$ cat config.mk
export PLATFORM = sky130hd
export DESIGN_NAME = pbs_battle_ctrl_flat
export DESIGN_NICKNAME = d
export VERILOG_FILES = /design/src/rtl/pbs_pkg.sv /design/src/rtl/pbs_battle_ctrl_if.sv /design/src/rtl/pbs_hp_reg.sv /design/src/rtl/pbs_battle_ctrl.sv /design/src/flat_wrapper.sv
export SDC_FILE = /design/constraint.sdc
export NUM_CORES = 1
export LEC_CHECK = 0
export ABC_AREA = 1
export BUFFER_PORTS_ARGS = -buffer_cell sky130_fd_sc_hd__buf_4
export CAP_MARGIN = 20
export CORE_MARGIN = 10
export CORE_UTILIZATION = 50
export DETAILED_ROUTE_END_ITERATION = 10
export PLACE_DENSITY = 0.74
export REMOVE_ABC_BUFFERS = 1
export SYNTH_ARGS = -nofsm -noshare
export SYNTH_HDL_FRONTEND = slang
export SYNTH_SLANG_ARGS = --single-unit
$ cat constraint.sdc
create_clock -name clk -period 3.6 [get_ports clk]
set_input_delay 0.54 -clock clk [delete_from_list [all_inputs] [get_ports clk]]
set_output_delay 0.54 -clock clk [all_outputs]
set_load 0.02 [all_outputs]
$ cat src/rtl/pbs_pkg.sv
// Shared types and constants for the Pokemon battle controller.
//   state_e : 4-bit encoded battle state, values 0..9 as exposed on state_id
//   MV_*    : move_op encodings supplied by the menu/input decoder
package pbs_pkg;

  typedef enum logic [3:0] {
    S_MENU       = 4'd0,
    S_P_ATTACK   = 4'd1,
    S_P_HEAL     = 4'd2,
    S_CATCH      = 4'd3,
    S_CATCH_FAIL = 4'd4,
    S_AI_ATTACK  = 4'd5,
    S_VICTORY    = 4'd6,
    S_LOSS       = 4'd7,
    S_CAUGHT     = 4'd8,
    S_DRAW       = 4'd9
  } state_e;

  localparam logic [1:0] MV_BATTLE = 2'b00;
  localparam logic [1:0] MV_HEAL   = 2'b01;
  localparam logic [1:0] MV_CATCH  = 2'b10;
  localparam logic [1:0] MV_RSVD   = 2'b11;

endpackage

$ cat src/rtl/pbs_battle_ctrl_if.sv
// Bus between the menu/input decoder (master) and the battle controller (slave).
//   master drives : go, move_op, ai_dmg, p_dmg, catch_success
//   slave drives  : HP, budgets, turn count, state_id, event pulses, terminal flags
interface pbs_battle_ctrl_if #(
  parameter int unsigned HP_W       = 8,
  parameter int unsigned HEALS      = 3,
  parameter int unsigned CATCHES    = 3,
  parameter int unsigned TURN_LIMIT = 50
) ();

  localparam int unsigned HL_W = $clog2(HEALS + 1);
  localparam int unsigned CL_W = $clog2(CATCHES + 1);
  localparam int unsigned TC_W = $clog2(TURN_LIMIT + 1);

  logic            go;
  logic [1:0]      move_op;
  logic [HP_W-1:0] ai_dmg;
  logic [HP_W-1:0] p_dmg;
  logic            catch_success;

  logic [HP_W-1:0] p_hp;
  logic [HP_W-1:0] ai_hp;
  logic [HL_W-1:0] heals_left;
  logic [CL_W-1:0] catches_left;
  logic [TC_W-1:0] turn_count;
  logic [3:0]      state_id;
  logic            apply_ai_damage;
  logic            apply_p_damage;
  logic            p_heal;
  logic            catch;
  logic            catch_fail;
  logic            victory;
  logic            loss;
  logic            caught;
  logic            draw;
  logic            illegal_op;

  modport master (
    output go, move_op, ai_dmg, p_dmg, catch_success,
    input  p_hp, ai_hp, heals_left, catches_left, turn_count, state_id,
           apply_ai_damage, apply_p_damage, p_heal, catch, catch_fail,
           victory, loss, caught, draw, illegal_op
  );

  modport slave (
    input  go, move_op, ai_dmg, p_dmg, catch_success,
    output p_hp, ai_hp, heals_left, catches_left, turn_count, state_id,
           apply_ai_damage, apply_p_damage, p_heal, catch, catch_fail,
           victory, loss, caught, draw, illegal_op
  );

endinterface

$ cat src/rtl/pbs_hp_reg.sv
// Saturating HP register: subtract clamps at 0, add clamps at MAX.
//   clk, reset_n       : clock, synchronous active-low reset (loads INIT)
//   sub_en, sub_val    : apply damage this cycle (takes priority over add)
//   add_en, add_val    : apply healing this cycle
//   hp                 : current HP
//   zero_next          : combinational, pending update leaves HP at 0
module pbs_hp_reg #(
  parameter int unsigned HP_W = 8,
  parameter int unsigned INIT = 100,
  parameter int unsigned MAX  = 100
) (
  input  logic            clk,
  input  logic            reset_n,
  input  logic            sub_en,
  input  logic [HP_W-1:0] sub_val,
  input  logic            add_en,
  input  logic [HP_W-1:0] add_val,
  output logic [HP_W-1:0] hp,
  output logic            zero_next
);

  localparam int unsigned SUM_W = HP_W + 1;

  logic [HP_W-1:0]  hp_nxt;
  logic [SUM_W-1:0] sum;

  // Next-value computation; sum carries one extra bit so overflow cannot wrap
  always_comb begin
    hp_nxt = hp;
    sum    = {1'b0, hp} + {1'b0, add_val};
    if (sub_en) begin
      hp_nxt = (sub_val >= hp) ? '0 : hp - sub_val;
    end else if (add_en) begin
      hp_nxt = (sum > SUM_W'(MAX)) ? HP_W'(MAX) : sum[HP_W-1:0];
    end
  end

  assign zero_next = (hp_nxt == '0);

  always_ff @(posedge clk) begin
    if (!reset_n) hp <= HP_W'(INIT);
    else          hp <= hp_nxt;
  end

endmodule

$ cat src/rtl/pbs_battle_ctrl.sv
// Battle controller: sequences player action -> AI counter-attack -> menu,
// owns both HP registers, heal/catch budgets and the turn counter, and
// detects victory, loss, capture and draw.
//   clk, reset_n : clock, synchronous active-low reset
//   bus          : slave side of pbs_battle_ctrl_if (inputs from the menu
//                  decoder, HP/state/event outputs to the display path)
module pbs_battle_ctrl
  import pbs_pkg::*;
#(
  parameter int unsigned HP_W       = 8,
  parameter int unsigned P_MAX_HP   = 100,
  parameter int unsigned AI_MAX_HP  = 100,
  parameter int unsigned HEAL_AMT   = 30,
  parameter int unsigned HEALS      = 3,
  parameter int unsigned CATCHES    = 3,
  parameter int unsigned TURN_LIMIT = 50
) (
  input logic                clk,
  input logic                reset_n,
  pbs_battle_ctrl_if.slave   bus
);

  localparam int unsigned HL_W = $clog2(HEALS + 1);
  localparam int unsigned CL_W = $clog2(CATCHES + 1);
  localparam int unsigned TC_W = $clog2(TURN_LIMIT + 1);

  state_e          state;
  state_e          state_nxt;
  logic [HL_W-1:0] heals_left;
  logic [CL_W-1:0] catches_left;
  logic [TC_W-1:0] turn_count;
  logic [HP_W-1:0] p_hp;
  logic [HP_W-1:0] ai_hp;

  logic ai_sub_en;
  logic p_sub_en;
  logic p_add_en;
  logic heal_dec;
  logic catch_dec;
  logic turn_inc;
  logic illegal_nxt;
  logic ai_zero_next;
  logic p_zero_next;

  pbs_hp_reg #(.HP_W(HP_W), .INIT(P_MAX_HP), .MAX(P_MAX_HP)) u_p_hp (
    .clk       (clk),
    .reset_n   (reset_n),
    .sub_en    (p_sub_en),
    .sub_val   (bus.p_dmg),
    .add_en    (p_add_en),
    .add_val   (HP_W'(HEAL_AMT)),
    .hp        (p_hp),
    .zero_next (p_zero_next)
  );

  pbs_hp_reg #(.HP_W(HP_W), .INIT(AI_MAX_HP), .MAX(AI_MAX_HP)) u_ai_hp (
    .clk       (clk),
    .reset_n   (reset_n),
    .sub_en    (ai_sub_en),
    .sub_val   (bus.ai_dmg),
    .add_en    (1'b0),
    .add_val   ('0),
    .hp        (ai_hp),
    .zero_next (ai_zero_next)
  );

  // Next-state and update-enable decode
  always_comb begin
    state_nxt   = state;
    ai_sub_en   = 1'b0;
    p_sub_en    = 1'b0;
    p_add_en    = 1'b0;
    heal_dec    = 1'b0;
    catch_dec   = 1'b0;
    turn_inc    = 1'b0;
    illegal_nxt = 1'b0;
    case (state)
      S_MENU: begin
        if (bus.go) begin
          case (bus.move_op)
            MV_BATTLE: state_nxt = S_P_ATTACK;
            MV_HEAL: begin
              if (heals_left != '0) state_nxt = S_P_HEAL;
              else                  illegal_nxt = 1'b1;
            end
            MV_CATCH: begin
              if (catches_left != '0) state_nxt = S_CATCH;
              else                    illegal_nxt = 1'b1;
            end
            MV_RSVD:  illegal_nxt = 1'b1;
            default:  illegal_nxt = 1'b1;
          endcase
        end
      end
      S_P_ATTACK: begin
        ai_sub_en = 1'b1;
        // A knockout ends the battle before the AI gets to respond
        state_nxt = ai_zero_next ? S_VICTORY : S_AI_ATTACK;
      end
      S_P_HEAL: begin
        p_add_en  = 1'b1;
        heal_dec  = 1'b1;
        state_nxt = S_AI_ATTACK;
      end
      S_CATCH: begin
        catch_dec = 1'b1;
        state_nxt = bus.catch_success ? S_CAUGHT : S_CATCH_FAIL;
      end
      S_CATCH_FAIL: state_nxt = S_AI_ATTACK;
      S_AI_ATTACK: begin
        p_sub_en = 1'b1;
        // Loss wins over the turn limit; a lost turn is not counted
        if (p_zero_next) begin
          state_nxt = S_LOSS;
        end else begin
          turn_inc  = 1'b1;
          state_nxt = (turn_count == TC_W'(TURN_LIMIT - 1)) ? S_DRAW : S_MENU;
        end
      end
      S_VICTORY, S_LOSS, S_CAUGHT, S_DRAW: state_nxt = state;
      default: state_nxt = S_MENU;
    endcase
  end

  // State, budgets, turn counter
  always_ff @(posedge clk) begin
    if (!reset_n) begin
      state        <= S_MENU;
      heals_left   <= HL_W'(HEALS);
      catches_left <= CL_W'(CATCHES);
      turn_count   <= '0;
    end else begin
      state <= state_nxt;
      if (heal_dec)  heals_left   <= heals_left - HL_W'(1);
      if (catch_dec) catches_left <= catches_left - CL_W'(1);
      if (turn_inc)  turn_count   <= turn_count + TC_W'(1);
    end
  end

  // Event pulses and flags, registered from the next state so they track state
  always_ff @(posedge clk) begin
    if (!reset_n) begin
      bus.apply_ai_damage <= 1'b0;
      bus.apply_p_damage  <= 1'b0;
      bus.p_heal          <= 1'b0;
      bus.catch           <= 1'b0;
      bus.catch_fail      <= 1'b0;
      bus.victory         <= 1'b0;
      bus.loss            <= 1'b0;
      bus.caught          <= 1'b0;
      bus.draw            <= 1'b0;
      bus.illegal_op      <= 1'b0;
    end else begin
      bus.apply_ai_damage <= (state_nxt == S_P_ATTACK);
      bus.apply_p_damage  <= (state_nxt == S_AI_ATTACK);
      bus.p_heal          <= (state_nxt == S_P_HEAL);
      bus.catch           <= (state_nxt == S_CATCH);
      bus.catch_fail      <= (state_nxt == S_CATCH_FAIL);
      bus.victory         <= (state_nxt == S_VICTORY);
      bus.loss            <= (state_nxt == S_LOSS);
      bus.caught          <= (state_nxt == S_CAUGHT);
      bus.draw            <= (state_nxt == S_DRAW);
      bus.illegal_op      <= illegal_nxt;
    end
  end

  assign bus.p_hp         = p_hp;
  assign bus.ai_hp        = ai_hp;
  assign bus.heals_left   = heals_left;
  assign bus.catches_left = catches_left;
  assign bus.turn_count   = turn_count;
  assign bus.state_id     = state;

endmodule

$ cat src/flat_wrapper.sv
// flat-port wrapper written by rule: the top's interface ports become plain ports
module pbs_battle_ctrl_flat import pbs_pkg::*;
#(
  parameter int unsigned HP_W       = 8,
  parameter int unsigned P_MAX_HP   = 100,
  parameter int unsigned AI_MAX_HP  = 100,
  parameter int unsigned HEAL_AMT   = 30,
  parameter int unsigned HEALS      = 3,
  parameter int unsigned CATCHES    = 3,
  parameter int unsigned TURN_LIMIT = 50
)
  (clk, reset_n, bus_go, bus_move_op, bus_ai_dmg, bus_p_dmg, bus_catch_success, bus_p_hp, bus_ai_hp, bus_heals_left, bus_catches_left, bus_turn_count, bus_state_id, bus_apply_ai_damage, bus_apply_p_damage, bus_p_heal, bus_catch, bus_catch_fail, bus_victory, bus_loss, bus_caught, bus_draw, bus_illegal_op);
  pbs_battle_ctrl_if #(.HP_W(HP_W), .HEALS(HEALS), .CATCHES(CATCHES), .TURN_LIMIT(TURN_LIMIT)) bus_i ();
  input logic clk;
  input logic reset_n;
  input wire logic [$bits(bus_i.go)-1:0] bus_go;
  input wire logic [$bits(bus_i.move_op)-1:0] bus_move_op;
  input wire logic [$bits(bus_i.ai_dmg)-1:0] bus_ai_dmg;
  input wire logic [$bits(bus_i.p_dmg)-1:0] bus_p_dmg;
  input wire logic [$bits(bus_i.catch_success)-1:0] bus_catch_success;
  output wire logic [$bits(bus_i.p_hp)-1:0] bus_p_hp;
  output wire logic [$bits(bus_i.ai_hp)-1:0] bus_ai_hp;
  output wire logic [$bits(bus_i.heals_left)-1:0] bus_heals_left;
  output wire logic [$bits(bus_i.catches_left)-1:0] bus_catches_left;
  output wire logic [$bits(bus_i.turn_count)-1:0] bus_turn_count;
  output wire logic [$bits(bus_i.state_id)-1:0] bus_state_id;
  output wire logic [$bits(bus_i.apply_ai_damage)-1:0] bus_apply_ai_damage;
  output wire logic [$bits(bus_i.apply_p_damage)-1:0] bus_apply_p_damage;
  output wire logic [$bits(bus_i.p_heal)-1:0] bus_p_heal;
  output wire logic [$bits(bus_i.catch)-1:0] bus_catch;
  output wire logic [$bits(bus_i.catch_fail)-1:0] bus_catch_fail;
  output wire logic [$bits(bus_i.victory)-1:0] bus_victory;
  output wire logic [$bits(bus_i.loss)-1:0] bus_loss;
  output wire logic [$bits(bus_i.caught)-1:0] bus_caught;
  output wire logic [$bits(bus_i.draw)-1:0] bus_draw;
  output wire logic [$bits(bus_i.illegal_op)-1:0] bus_illegal_op;
  assign bus_i.go = bus_go;
  assign bus_i.move_op = bus_move_op;
  assign bus_i.ai_dmg = bus_ai_dmg;
  assign bus_i.p_dmg = bus_p_dmg;
  assign bus_i.catch_success = bus_catch_success;
  assign bus_p_hp = bus_i.p_hp;
  assign bus_ai_hp = bus_i.ai_hp;
  assign bus_heals_left = bus_i.heals_left;
  assign bus_catches_left = bus_i.catches_left;
  assign bus_turn_count = bus_i.turn_count;
  assign bus_state_id = bus_i.state_id;
  assign bus_apply_ai_damage = bus_i.apply_ai_damage;
  assign bus_apply_p_damage = bus_i.apply_p_damage;
  assign bus_p_heal = bus_i.p_heal;
  assign bus_catch = bus_i.catch;
  assign bus_catch_fail = bus_i.catch_fail;
  assign bus_victory = bus_i.victory;
  assign bus_loss = bus_i.loss;
  assign bus_caught = bus_i.caught;
  assign bus_draw = bus_i.draw;
  assign bus_illegal_op = bus_i.illegal_op;
  pbs_battle_ctrl #(.HP_W(HP_W), .P_MAX_HP(P_MAX_HP), .AI_MAX_HP(AI_MAX_HP), .HEAL_AMT(HEAL_AMT), .HEALS(HEALS), .CATCHES(CATCHES), .TURN_LIMIT(TURN_LIMIT)) u_core (.clk(clk), .reset_n(reset_n), .bus(bus_i));
endmodule
======== Yosys cells after proc, flatten, opt, wreduce, memory -nomap -nowiden ========
Cells that the tools add are included.
word-level totals
  flip-flop bits (word level) ............. 40
  output and inout bits ................... 40
  logic and storage cells ................. 80
operators by class
  add/subtract/negate cells ............... 6
  $lt $le $gt $ge ......................... 3
  equality and inequality tests ........... 22
  mux-type cells .......................... 24
  reductions and logical operators ........ 9
operator list
  cell                   count
  $mux W8                6
  $eq A4 B3 Y1 const B   8
  $mux W4                6
  $pmux W4 S6            1
  $eq A4 B2 Y1 const B   4
  $eq A4 B4 Y1 const B   4
  $ge A8 B8 Y1           2
  $logic_not A8 Y1       2
  $sub A8 B8 Y8          2
  $pmux W4 S3            1
  $add A8 B5 Y9 const B  1
  $gt A9 B7 Y1 const B   1
  $eq A4 B1 Y1 const B   2
  $mux W1                8
  $add A6 B1 Y6 const B  1
  $eq A6 B6 Y1 const B   1
  $eq A2 B2 Y1 const B   2
  $logic_not A4 Y1       1
  $reduce_bool A2 Y1     2
  $reduce_or A4 Y1       1
  $sub A2 B1 Y2 const B  2
  $pmux W1 S3            1
  $reduce_and A3 Y1      1
  $eq A2 B1 Y1 const B   1
  other kinds (3)        3

======== Depth between registers and ports, before layout ========
Gate-level depths: netlist (run 1).
  depth after elaboration ................. 9
  gate-level depth with buffers ........... 20

======== By module ========
From an unflattened synthesis (run 1), not the netlist that was laid out.
second synthesis, totals
  cell total of the unflattened synthesis .. 600
  area, all modules ....................... 3,793.6 um2
by module, submodules not included
  module                        times used  cells each  area each (um2)  seq. area each (um2)
  pbs_hp_reg at u_core.u_p_hp   1           213         1,283.7          160.2
  pbs_hp_reg at u_core.u_ai_hp  1           213         1,258.7          160.2
  pbs_battle_ctrl               1           174         1,251.2          480.5

======== Least setup slack after synthesis (run 1) ========
No wires, ideal clock.
  path type ............................... input port to flip-flop
  start ................................... input bus_p_dmg[0]
  end ..................................... register u_core.turn_count[0], in the netlist u_core.bus.turn_count[0]
  setup time .............................. 0.135 ns
  arrival ................................. 2.317 ns
  required time ........................... 3.465 ns
  setup slack ............................. 1.148 ns
  stages on the path ...................... 17
  path buffers ............................ 0
  cells stage by stage .................... ha_1 > inv_1 > fa_1 > nand2_1 > nand3_1 > nand2_1 > nand2_1 > nand2_1 > nor2_1 > nor2_1 > nand3_2 > nor2_4 > nand3_2 > nand2_2 > inv_2 > o21ai_1 > a21oi_1
between the ends
  cells in the longest elaborated chain, start to end .. 6
  elaborated cells on any way between the ends .. 7
RTL lines
  what                                                  RTL line                text
  start, declared                                       flat_wrapper.sv:19      input wire logic [$bits(bus_i.p_dmg)-1:0] bus_p_dmg;
  $sub A8 B8 Y8 / $ge A8 B8 Y1 (equally long branches)  pbs_hp_reg.sv:32        hp_nxt = (sub_val >= hp) ? '0 : hp - sub_val;
  $mux W8 (*)                                           pbs_hp_reg.sv:32
  $mux W8 (*)                                           pbs_hp_reg.sv:31        if (sub_en) begin
  $logic_not A8 Y1 (*)                                  pbs_hp_reg.sv:38        assign zero_next = (hp_nxt == '0);
  $mux W1 (*)                                           pbs_battle_ctrl.sv:113  if (p_zero_next) begin
  $mux W1 (*)                                           pbs_battle_ctrl.sv:77   case (state)
  end signal, assigned                                  pbs_battle_ctrl.sv:136  if (turn_inc) turn_count <= turn_count + TC_W'(1);
  end, declared                                         pbs_battle_ctrl.sv:31   logic [TC_W-1:0] turn_count;
Mark *: on every way between the ends. The rest lies on a longest branch, timed or not.
A chain may end at the register's enable or synchronous reset.

======== Final worst setup path (run 1) ========
  start ................................... register u_core.u_ai_hp.hp[0]
  end ..................................... register u_core.bus.catch_fail
between the ends
  cells in the longest elaborated chain, start to end .. 7
  elaborated cells on any way between the ends .. 8
RTL lines
  what                                                  RTL line                  text
  start, declared                                       pbs_hp_reg.sv:18          output logic [HP_W-1:0] hp,
  start signal, assigned                                pbs_hp_reg.sv:41          if (!reset_n) hp <= HP_W'(INIT);
  start signal, assigned                                pbs_hp_reg.sv:42          else hp <= hp_nxt;
  $sub A8 B8 Y8 / $ge A8 B8 Y1 (equally long branches)  pbs_hp_reg.sv:32
  $mux W8                                               pbs_hp_reg.sv:32
  $mux W8 (*)                                           pbs_hp_reg.sv:31
  $logic_not A8 Y1 (*)                                  pbs_hp_reg.sv:38
  $mux W2 (*)                                           pbs_battle_ctrl.sv:98     state_nxt = ai_zero_next ? S_VICTORY : S_AI_ATTACK;
  $pmux W4 S6 (*)                                       pbs_battle_ctrl.sv:77
  $eq A4 B3 Y1 (*)                                      pbs_battle_ctrl.sv:158    bus.catch_fail <= (state_nxt == S_CATCH_FAIL);
  end signal, assigned                                  pbs_battle_ctrl.sv:158
  end, declared                                         pbs_battle_ctrl_if.sv:48  apply_ai_damage, apply_p_damage, p_heal, catch, catch_fail,
Marks and branches as above.

==> impl_metrics.yaml, run 1 <==
run_status:
  status: "completed"
timing:
  rsz0062_at_grt: "false"
  layout_setup_ws_ns: 0.927
  maxSlewViolCount: 0
  holdWs_ns: 0.501
  final.min_clock_period_ns: 2.67
  final.setup_skew_ns: 0.00484
  hold_viol: 0
  fin_crit_sh: 0.743
  maxSlewHeadroom: 0.548
  tightestPinTransition_ns: 0.678
  finalSetupViolations: 0
  setup_tns_ns: 0
  max_freq_mhz: 374
global_route:
  grt_usage: 0.163
  antenna_found_initial: 0
  grt_pass1_vias: 2776
  grt_pass1_wl_um: 12400
  grt_overflow: 0
  grt_max_degree: 22
worst_hold_path:
  holdPathStages: 2
  min_to: "u_core.bus.catches_left[1]"
  min_from: "u_core.bus.catches_left[1]"
  hp-class: "flip-flop to flip-flop"
worst_setup_path:
  cp.arrival_ns: 2.90
  regToRegEndpoint: "u_core.bus.catch_fail"
  rrSetupSlack_ns: 0.93
  end_kind: "flip-flop"
  rr_worst_depth: 19
  regToRegStartpoint: "u_core.u_ai_hp.hp[0]"
  startpoint_type: "flip-flop"
  crit_type: "flip-flop to flip-flop"
  critPathRequiredTime_ns: 3.83
  path_max_fanout: 8
cells_and_area:
  final_cells: 579
  final_common_cell: "nand2_1"
  drive_gt1_frac: 0.195
  layout_common_cells: "115 x nand2_1, 68 x inv_1, 61 x buf_4, 44 x nor2_1, 40 x dfxtp_1"
  diodes: 0
  syn_to_final_growth_pct: 21.6
  utilization: 0.633
  fin_nets: 551
synthesis:
  synthDistinctLibCells: 37
  ys_seq_elements: 40
  yosysWarnings: 0
  syn_inst: 442
  synth_area_um2: 2880
  ys_seq_area_frac: 0.278
  avgSynthCellArea_um2: 6.52
pwr:
  p_leak_nw: 1.88
  p_seq_frac: 0.298
  pwr-share-comb: 0.544
  power_density_nw_per_um2: 576
  switching_share: 0.469
  p_sw_mw: 0.947
  p_int_mw: 1.07
  clkPwrFrac: 0.158
  irDropWorstVdd_uv: 411
clock_network:
  cts_tree: "built"
  cts_root_buffer: "clkbuf_8"
  clk_latency_ns: 0.29
  post-cts-setup-buffers: 0
  numCtsBuffers: 5
  post_cts_resized: 0
  clkSinkCount: 40
  htreeDepth: 2
  hold_buffers: 0
  clk_pin_slew_ns: 0.08
  clk_path_buf_depth: 2
placement:
  hpwl_um: 5970
  io_buffers: 61
  gp_congestion: 0.880
  post-place-cells: 571
  dp_slack_ns: 0.740
die:
  dieHeight_um: 95.9
  row_count: 27
  dieWidth_um: 95.9
  io_pins: 62
  initial_utilization: 0.520
  dieArea_um2: 9200
  core_area_um2: 5540
detailed_routing:
  viasPerCell: 5.11
  drtPass1Iterations: 4
  post-route-drc-count: 0
  antenna_left: 0
  vias: 2961
  routed_wl_um: 7430
  wl_per_cell_um: 12.8
  dr.first_iter.drc_count: 250
flow_run:
  max-cap-violations: 0
-- layer usage --
metal / wire (µm) / track usage / part of all wire
met4: 85 / 0.0319 / 0.011
met5: 0 / 0 / 0
met2: 3390 / 0.269 / 0.46
met3: 553 / 0.0475 / 0.074
met1: 3400 / 0.206 / 0.46
-- stage by stage --
stage               area (µm²)  power, mW
floorplan                 2860       1.39
global placement          3410       1.68
detailed placement        3410       1.70
CTS                       3510       2.02
global route              3510       2.20
finish                    3510       2.02
-- synthesized netlist by cell type (all sizes together) --
cell,number,area share
a21oi,35,0.062
nor3,5,0.013
xor2,4,0.015
fa,2,0.014
xnor2,6,0.018
clkbuf,3,0.0039
a31oi,2,0.0043
a2111oi,1,0.0030
inv,76,0.10
o21ai,21,0.038
nand2,119,0.16
o211ai,1,0.0026
nand4,10,0.024
o21bai,1,0.0026
or2,3,0.0065
nor2,48,0.069
buf,1,0.0039
nand3,38,0.079
dfxtp,40,0.28
ha,21,0.091
nor4,1,0.0022
nand3b,1,0.0026
o21a,3,0.0078
-- sequential cells by signal (all words and copies together), names as in the netlist --
signal / flops
u_core.u_ai_hp.hp: 8
u_core.u_p_hp.hp: 8
u_core.bus.turn_count: 6
u_core.bus.state_id: 4
u_core.bus.catches_left: 2
u_core.bus.heals_left: 2
u_core.bus.apply_ai_damage: 1
u_core.bus.apply_p_damage: 1
u_core.bus.catch: 1
u_core.bus.catch_fail: 1
u_core.bus.caught: 1
u_core.bus.draw: 1
u_core.bus.illegal_op: 1
u_core.bus.loss: 1
u_core.bus.p_heal: 1
u_core.bus.victory: 1
-- worst max-delay path: stages (launching register included) --
cell	delay [ns]
dfxtp_1	0.34
inv_1	0.06
ha_1	0.14
inv_1	0.07
fa_1	0.41
nand3_1	0.11
nand2_1	0.09
nand2_1	0.07
nand3_1	0.06
nand3_1	0.22
nor2_1	0.07
a21oi_1	0.16
nand2_1	0.07
nor2_1	0.16
nand3_1	0.09
nand2_1	0.08
nand3_2	0.12
inv_2	0.08
nand2_1	0.08
nor2_1	0.12
-- cell type report --
class | count | area, µm²
sequential | 40 | 801
clock inverter | 2 | 15.0
fill | 534 | 2030
timing repair buffer | 61 | 458
clock buffer | 6 | 82.6
tap | 72 | 90.1
multi-input combinational | 322 | 1770
inverter | 76 | 288
-- how the worst max path moves through the flow --
stage	startpoint	endpoint
global placement	bus_ai_dmg[0]	u_core.bus.catch_fail
global route	u_core.u_ai_hp.hp[0]	u_core.bus.catch_fail
floorplan	bus_p_dmg[0]	u_core.bus.turn_count[0]
CTS	u_core.u_ai_hp.hp[0]	u_core.bus.catch_fail
detailed placement	bus_ai_dmg[0]	u_core.bus.catch_fail
finish	u_core.u_ai_hp.hp[0]	u_core.bus.catch_fail
-- power groups by stage --
stage	sequential [mW]	clock (mW)	combinational, mW
6_report	0.601	0.320	1.10
5_1_grt	0.613	0.341	1.25
4_1_cts	0.600	0.325	1.10
3_5_place_dp	0.608	0	1.09
3_3_place_gp	0.608	0	1.08
2_1_floorplan	0.679	0	0.712
-- kinds of logic after synthesis --
group / share of synthesized area
AO/OA/AOI/OAI: 0.120
XOR/XNOR: 0.0330
AND/OR/NAND/NOR: 0.356
flip-flops: 0.278
adder cells (fa/ha/maj): 0.105
buffers and inverters: 0.108
No activity file was read; power rests on OpenSTA's default activity.
==> run 2, diff against run 1 <==
- PLACE_DENSITY: 0.74 -> 0.77
- clock period: 3.6 -> 2.25 ns (I/O delays scaled with it)
==> run 2 against run 1 <==
Effect of this change: the flow now finishes with violations (setup timing); register-to-register slack got worse by 1.1 ns; maximum frequency increased by 11%; die area unchanged; count of clock-buffer cells in the layout decreased by 1; routed wire length increased by 25%; power increased by 94%; hold slack got worse by 0.18 ns; global-route usage increased by 2.5 points; worst setup slack got worse by 1.1 ns; first-iteration DRC count decreased by 5.2%; critical endpoint is now u_core.bus.apply_p_damage; highest routed layer unchanged.
==> impl_metrics.yaml, run 2 (synthesis results as in run 1) <==
timing:
  final.min_clock_period_ns: 2.42
  layout_setup_ws_ns: -0.168
  tightestPinTransition_ns: 0.515
  max_freq_mhz: 414
  setup_tns_ns: -2.51
  rsz0062_at_grt: "true"
  finalSetupViolations: 19
  fin_crit_sh: 1.07
  maxSlewHeadroom: 0.648
  final.setup_skew_ns: 0.0110
  hold_viol: 0
  maxSlewViolCount: 0
clock_network:
  cts_root_buffer: "clkbuf_8"
  clk_path_buf_depth: 2
  clkSinkCount: 40
  htreeDepth: 2
  numCtsBuffers: 5
  clk_pin_slew_ns: 0.09
  clk_latency_ns: 0.31
  cts_tree: "built"
placement:
  gp_congestion: 0.937
  dp_slack_ns: -0.468
  hpwl_um: 6820
  post-place-cells: 625
  io_buffers: 61
cells_and_area:
  layout_common_cells: "123 x buf_4, 98 x nand2_1, 63 x inv_1, 37 x nor2_1, 36 x dfxtp_1"
  fillers: 429
  final_common_cell: "buf_4"
  syn_to_final_growth_pct: 47.5
  utilization: 0.768
  fin_nets: 613
  diodes: 0
  drive_gt1_frac: 0.380
  reg_top3: "u_core.u_ai_hp.hp: 8 flops, u_core.u_p_hp.hp: 8 flops, u_core.bus.turn_count: 6 flops"
  final_cells: 641
detailed_routing:
  post-route-drc-count: 0
  drtPass1Iterations: 7
  antenna_left: 0
  vias: 3388
  viasPerCell: 5.29
  routed_wl_um: 9270
  dr.first_iter.drc_count: 237
  wl_per_cell_um: 14.5
pwr:
  finalPower_mw: 3.92
  pwr-share-comb: 0.606
  clkPwrFrac: 0.156
  p_sw_mw: 1.77
  switching_share: 0.451
  p_int_mw: 2.15
  p_seq_frac: 0.238
  power_density_nw_per_um2: 922
  p_leak_nw: 2.25
  irDropWorstVdd_uv: 644
flow_run:
  max-cap-violations: 0
global_route:
  antenna_found_initial: 0
  grt_pass1_wl_um: 14000
  grt_max_degree: 15
  grt_usage: 0.187
  grt_pass1_vias: 3138
  grt_overflow: 0
die:
  core_area_um2: 5540
  row_count: 27
  dieArea_um2: 9200
  io_pins: 62
  dieHeight_um: 95.9
  initial_utilization: 0.520
  dieWidth_um: 95.9
worst_setup_path:
  startpoint_type: "flip-flop"
  end_kind: "flip-flop"
  crit_type: "flip-flop to flip-flop"
  critPathRequiredTime_ns: 2.50
  cp.arrival_ns: 2.67
  path_max_fanout: 3
run_status:
  violations: "setup timing"
  status: "complete, but fails checks"
worst_hold_path:
  hp-class: "primary input to flip-flop"
## run 2: changes by cell type in the layout (fill, tap and decap cells not counted), moves of 6 or more
cell / change
a21oi_1: -6
a21oi_2: +6
buf_4: +62
nand2_1: -17
nand2_2: +12
nand3_1: -6
nor2_1: -7
## run 2: power by group through the flow
stage / combinational, mW / sequential, mW / clock (mW)
global placement: 2.07 / 0.937 / 0
finish: 2.38 / 0.935 / 0.611
floorplan: 1.14 / 1.09 / 0
global route: 2.59 / 0.954 / 0.650
detailed placement: 2.11 / 0.940 / 0
CTS: 2.21 / 0.927 / 0.613
## run 2: layer usage
layer  track usage  wire (µm)
met5             0          0
met4        0.0528        199
met3        0.0459        599
met2         0.325       4500
met1         0.224       3970
## run 2: per-stage QoR
step | instance area (µm²) | hold slack (ns)
6_report | 4250 | 0.317
5_1_grt | 4250 | 0.326
4_1_cts | 4050 | 0.310
3_5_place_dp | 3810 | 0.499
3_3_place_gp | 3810 | 0.478
2_1_floorplan | 2860 | 0.406
## run 2: worst max-delay path, cell delays in order, from the launching register on
cell and delay (ns):
dfxtp_2 0.32, inv_2 0.06, ha_4 0.12, inv_2 0.04
fa_2 0.37, nand3_2 0.09, buf_4 0.11, a21oi_1 0.07
o21ai_0 0.24, nand2_1 0.12, o21ai_1 0.19, nor2_1 0.09
nand4_1 0.14, nand2_1 0.09, nor2_2 0.12, nand2_1 0.10
nor2_1 0.11
## run 2: timing repair
item,in CTS,in global routing
endpoints found under the setup margin,20,19
hold buffers,0,0
pin swaps,20,26
resized for setup,32,41
buffers inserted,2,6
## run 2: cell type report
cell class | instances | area [µm²] | area share
clock buffer | 5 | 68.8 | 0.0162
clock inverter | 3 | 47.5 | 0.0112
inverter | 76 | 293 | 0.0688
multi-input combinational | 322 | 2020 | 0.475
sequential | 40 | 808 | 0.190
tap | 72 | 90.1 | 0.0212
timing repair buffer | 123 | 923 | 0.217
## run 2: path summary, 6_finish.rpt
path / slack [ns] / start / cells past startpoint / endpoint
worst max-delay path: -0.17 / u_core.u_ai_hp.hp[0] / 16 / u_core.bus.apply_p_damage
worst min-delay path: 0.32 / reset_n / 2 / u_core.u_p_hp.hp[5]
worst max register to register: -0.17 / u_core.u_ai_hp.hp[0] / 16 / u_core.bus.apply_p_damage
worst min register to register: 0.51 / u_core.bus.heals_left[1] / 2 / u_core.bus.heals_left[1]
==> run 3, diff against run 2 <==
- CORE_MARGIN: 10 -> not set
==> run 3 against run 2 <==
Effect of this change: the flow still finishes with violations (setup timing); via count increased by 6.0%; clock power increased by 2%; count of clock-buffer cells in the layout unchanged; first-iteration DRC count increased by 39%; clock skew decreased by 0.0037 ns.
==> impl_metrics.yaml, run 3 (synthesis results as in run 1) <==
run_status:
  status: "complete, but fails checks"
  violations: "setup timing"
placement:
  io_buffers: 61
  post-place-cells: 626
  hpwl_um: 6050
  placed_area_um2: 3820
  gp_congestion: 0.894
timing:
  setup_tns_ns: -2.89
  tightestPinTransition_ns: 0.822
  layout_setup_ws_ns: -0.202
  hold_viol: 0
  final.setup_skew_ns: 0.00735
  final.min_clock_period_ns: 2.45
  maxSlewViolCount: 0
  max_freq_mhz: 408
  fin_crit_sh: 1.09
  maxSlewHeadroom: 0.452
  rsz0062_at_grt: "true"
  holdWs_ns: 0.314
  finalSetupViolations: 19
worst_hold_path:
  hp-class: "primary input to flip-flop"
die:
  dieArea_um2: 6070
  row_count: 27
  core_area_um2: 5540
  dieWidth_um: 77.9
  io_pins: 62
  initial_utilization: 0.520
  dieHeight_um: 77.9
clock_network:
  hold_buffers: 0
  clk_latency_ns: 0.30
  cts_tree: "built"
  clk_pin_slew_ns: 0.09
  clk_path_buf_depth: 2
  numCtsBuffers: 5
  cts_root_buffer: "clkbuf_8"
  htreeDepth: 2
  clkSinkCount: 40
cells_and_area:
  ff_latch_area_um2: 806
  final_common_cell: "buf_4"
  final_cells: 649
  multi_input_area_um2: 2060
  reg_top3: "u_core.u_ai_hp.hp: 8 flops, u_core.u_p_hp.hp: 8 flops, u_core.bus.turn_count: 6 flops"
  syn_to_final_growth_pct: 51.0
  fin_nets: 621
  fillers: 391
  layout_common_cells: "130 x buf_4, 98 x nand2_1, 64 x inv_1, 36 x dfxtp_1, 33 x nor2_1"
  stdcell_area_um2: 4350
  drive_gt1_frac: 0.399
  diodes: 0
pwr:
  power_density_nw_per_um2: 939
  irDropWorstVdd_uv: 663
  p_leak_nw: 2.26
worst_setup_path:
  critPathRequiredTime_ns: 2.45
  crit_type: "flip-flop to flip-flop"
  cp.arrival_ns: 2.65
  end_kind: "flip-flop"
  startpoint_type: "flip-flop"
  path_max_fanout: 5
global_route:
  grt_pass1_wl_um: 14100
  antenna_found_initial: 0
  grt_pass1_vias: 3224
  grt_max_degree: 22
  grt_overflow: 0
  grt_usage: 0.292
detailed_routing:
  wl_per_cell_um: 15.0
  vias: 3592
  viasPerCell: 5.53
  drtPass1Iterations: 5
  dr.first_iter.drc_count: 330
  antenna_left: 0
  routed_wl_um: 9740
  post-route-drc-count: 0
flow_run:
  max-cap-violations: 0
==> run 3: changes by cell type in the layout (fill, tap and decap cells not counted), moves of 3 or more <==
cell and change:
nor2_4 +3, buf_4 +7, nor2_1 -4, inv_2 -3
==> run 3: metrics by stage <==
| step | power [mW] | setup slack (ns) | utilization |
|---|---|---|---|
| after floorplan | 2.22 | -0.138 | - |
| after global placement | 2.99 | -0.329 | 0.690 |
| after detailed placement | 3.03 | -0.378 | 0.690 |
| after CTS | 3.81 | -0.105 | 0.748 |
| after global routing | 4.32 | -0.338 | 0.786 |
| final | 4.09 | -0.202 | 0.786 |
==> run 3: report_power, final <==
group	switching [mW]	internal, mW	leakage, nW	total, mW
Sequential	0.114	0.830	0.326	0.943
Combinational	1.47	1.05	1.88	2.52
Clock	0.288	0.334	0.0548	0.622
==> run 3: cell type report <==
type | instances | area share
flip-flops and latches | 40 | 0.185
multi-input cells | 322 | 0.473
well taps | 72 | 0.0207
clock buffers | 5 | 0.0158
clock inverters | 3 | 0.0106
inverters | 76 | 0.0684
repair buffers | 131 | 0.227
==> run 3: timing repair <==
| action | in CTS | in global routing |
|---|---|---|
| pin swaps | 16 | 25 |
| resized for setup | 38 | 45 |
| endpoints found under the setup margin | 19 | 20 |
| setup buffers | 11 | 6 |
| cloned | 0 | 0 |
==> run 3: critical path: stages, from the launching register on <==
cell and delay, ns:
dfxtp_2 0.33, inv_2 0.09, ha_4 0.16, inv_4 0.04, fa_2 0.36, nand2_2 0.08, nand3_2 0.08, nand2_2 0.10
nand2_4 0.07, nand2_4 0.10, inv_4 0.05, o211ai_1 0.10, nand2_1 0.12, nor2_4 0.16, nand4_4 0.15, nand3_2 0.17
inv_2 0.06, nand2_2 0.08, nor2_1 0.04
==> run 3: path summary, 6_finish.rpt <==
| path | start | to | slack [ns] | cells after the start |
|---|---|---|---|---|
| setup / recovery | u_core.u_p_hp.hp[0] | u_core.bus.caught | -0.20 | 18 |
| hold / removal | reset_n | u_core.u_ai_hp.hp[2] | 0.31 | 2 |
| setup reg to reg | u_core.u_p_hp.hp[0] | u_core.bus.caught | -0.20 | 18 |
| hold reg to reg | u_core.bus.heals_left[0] | u_core.bus.heals_left[0] | 0.51 | 1 |
==> run 3: metal layers <==
metal  GRT usage  vias up  wire, µm
met3      0.0518       40       642
li1            -     1684         -
met4       0.102        0       311
met2       0.507      188      4780
met5           0        -         0
met1       0.362     1680      4010
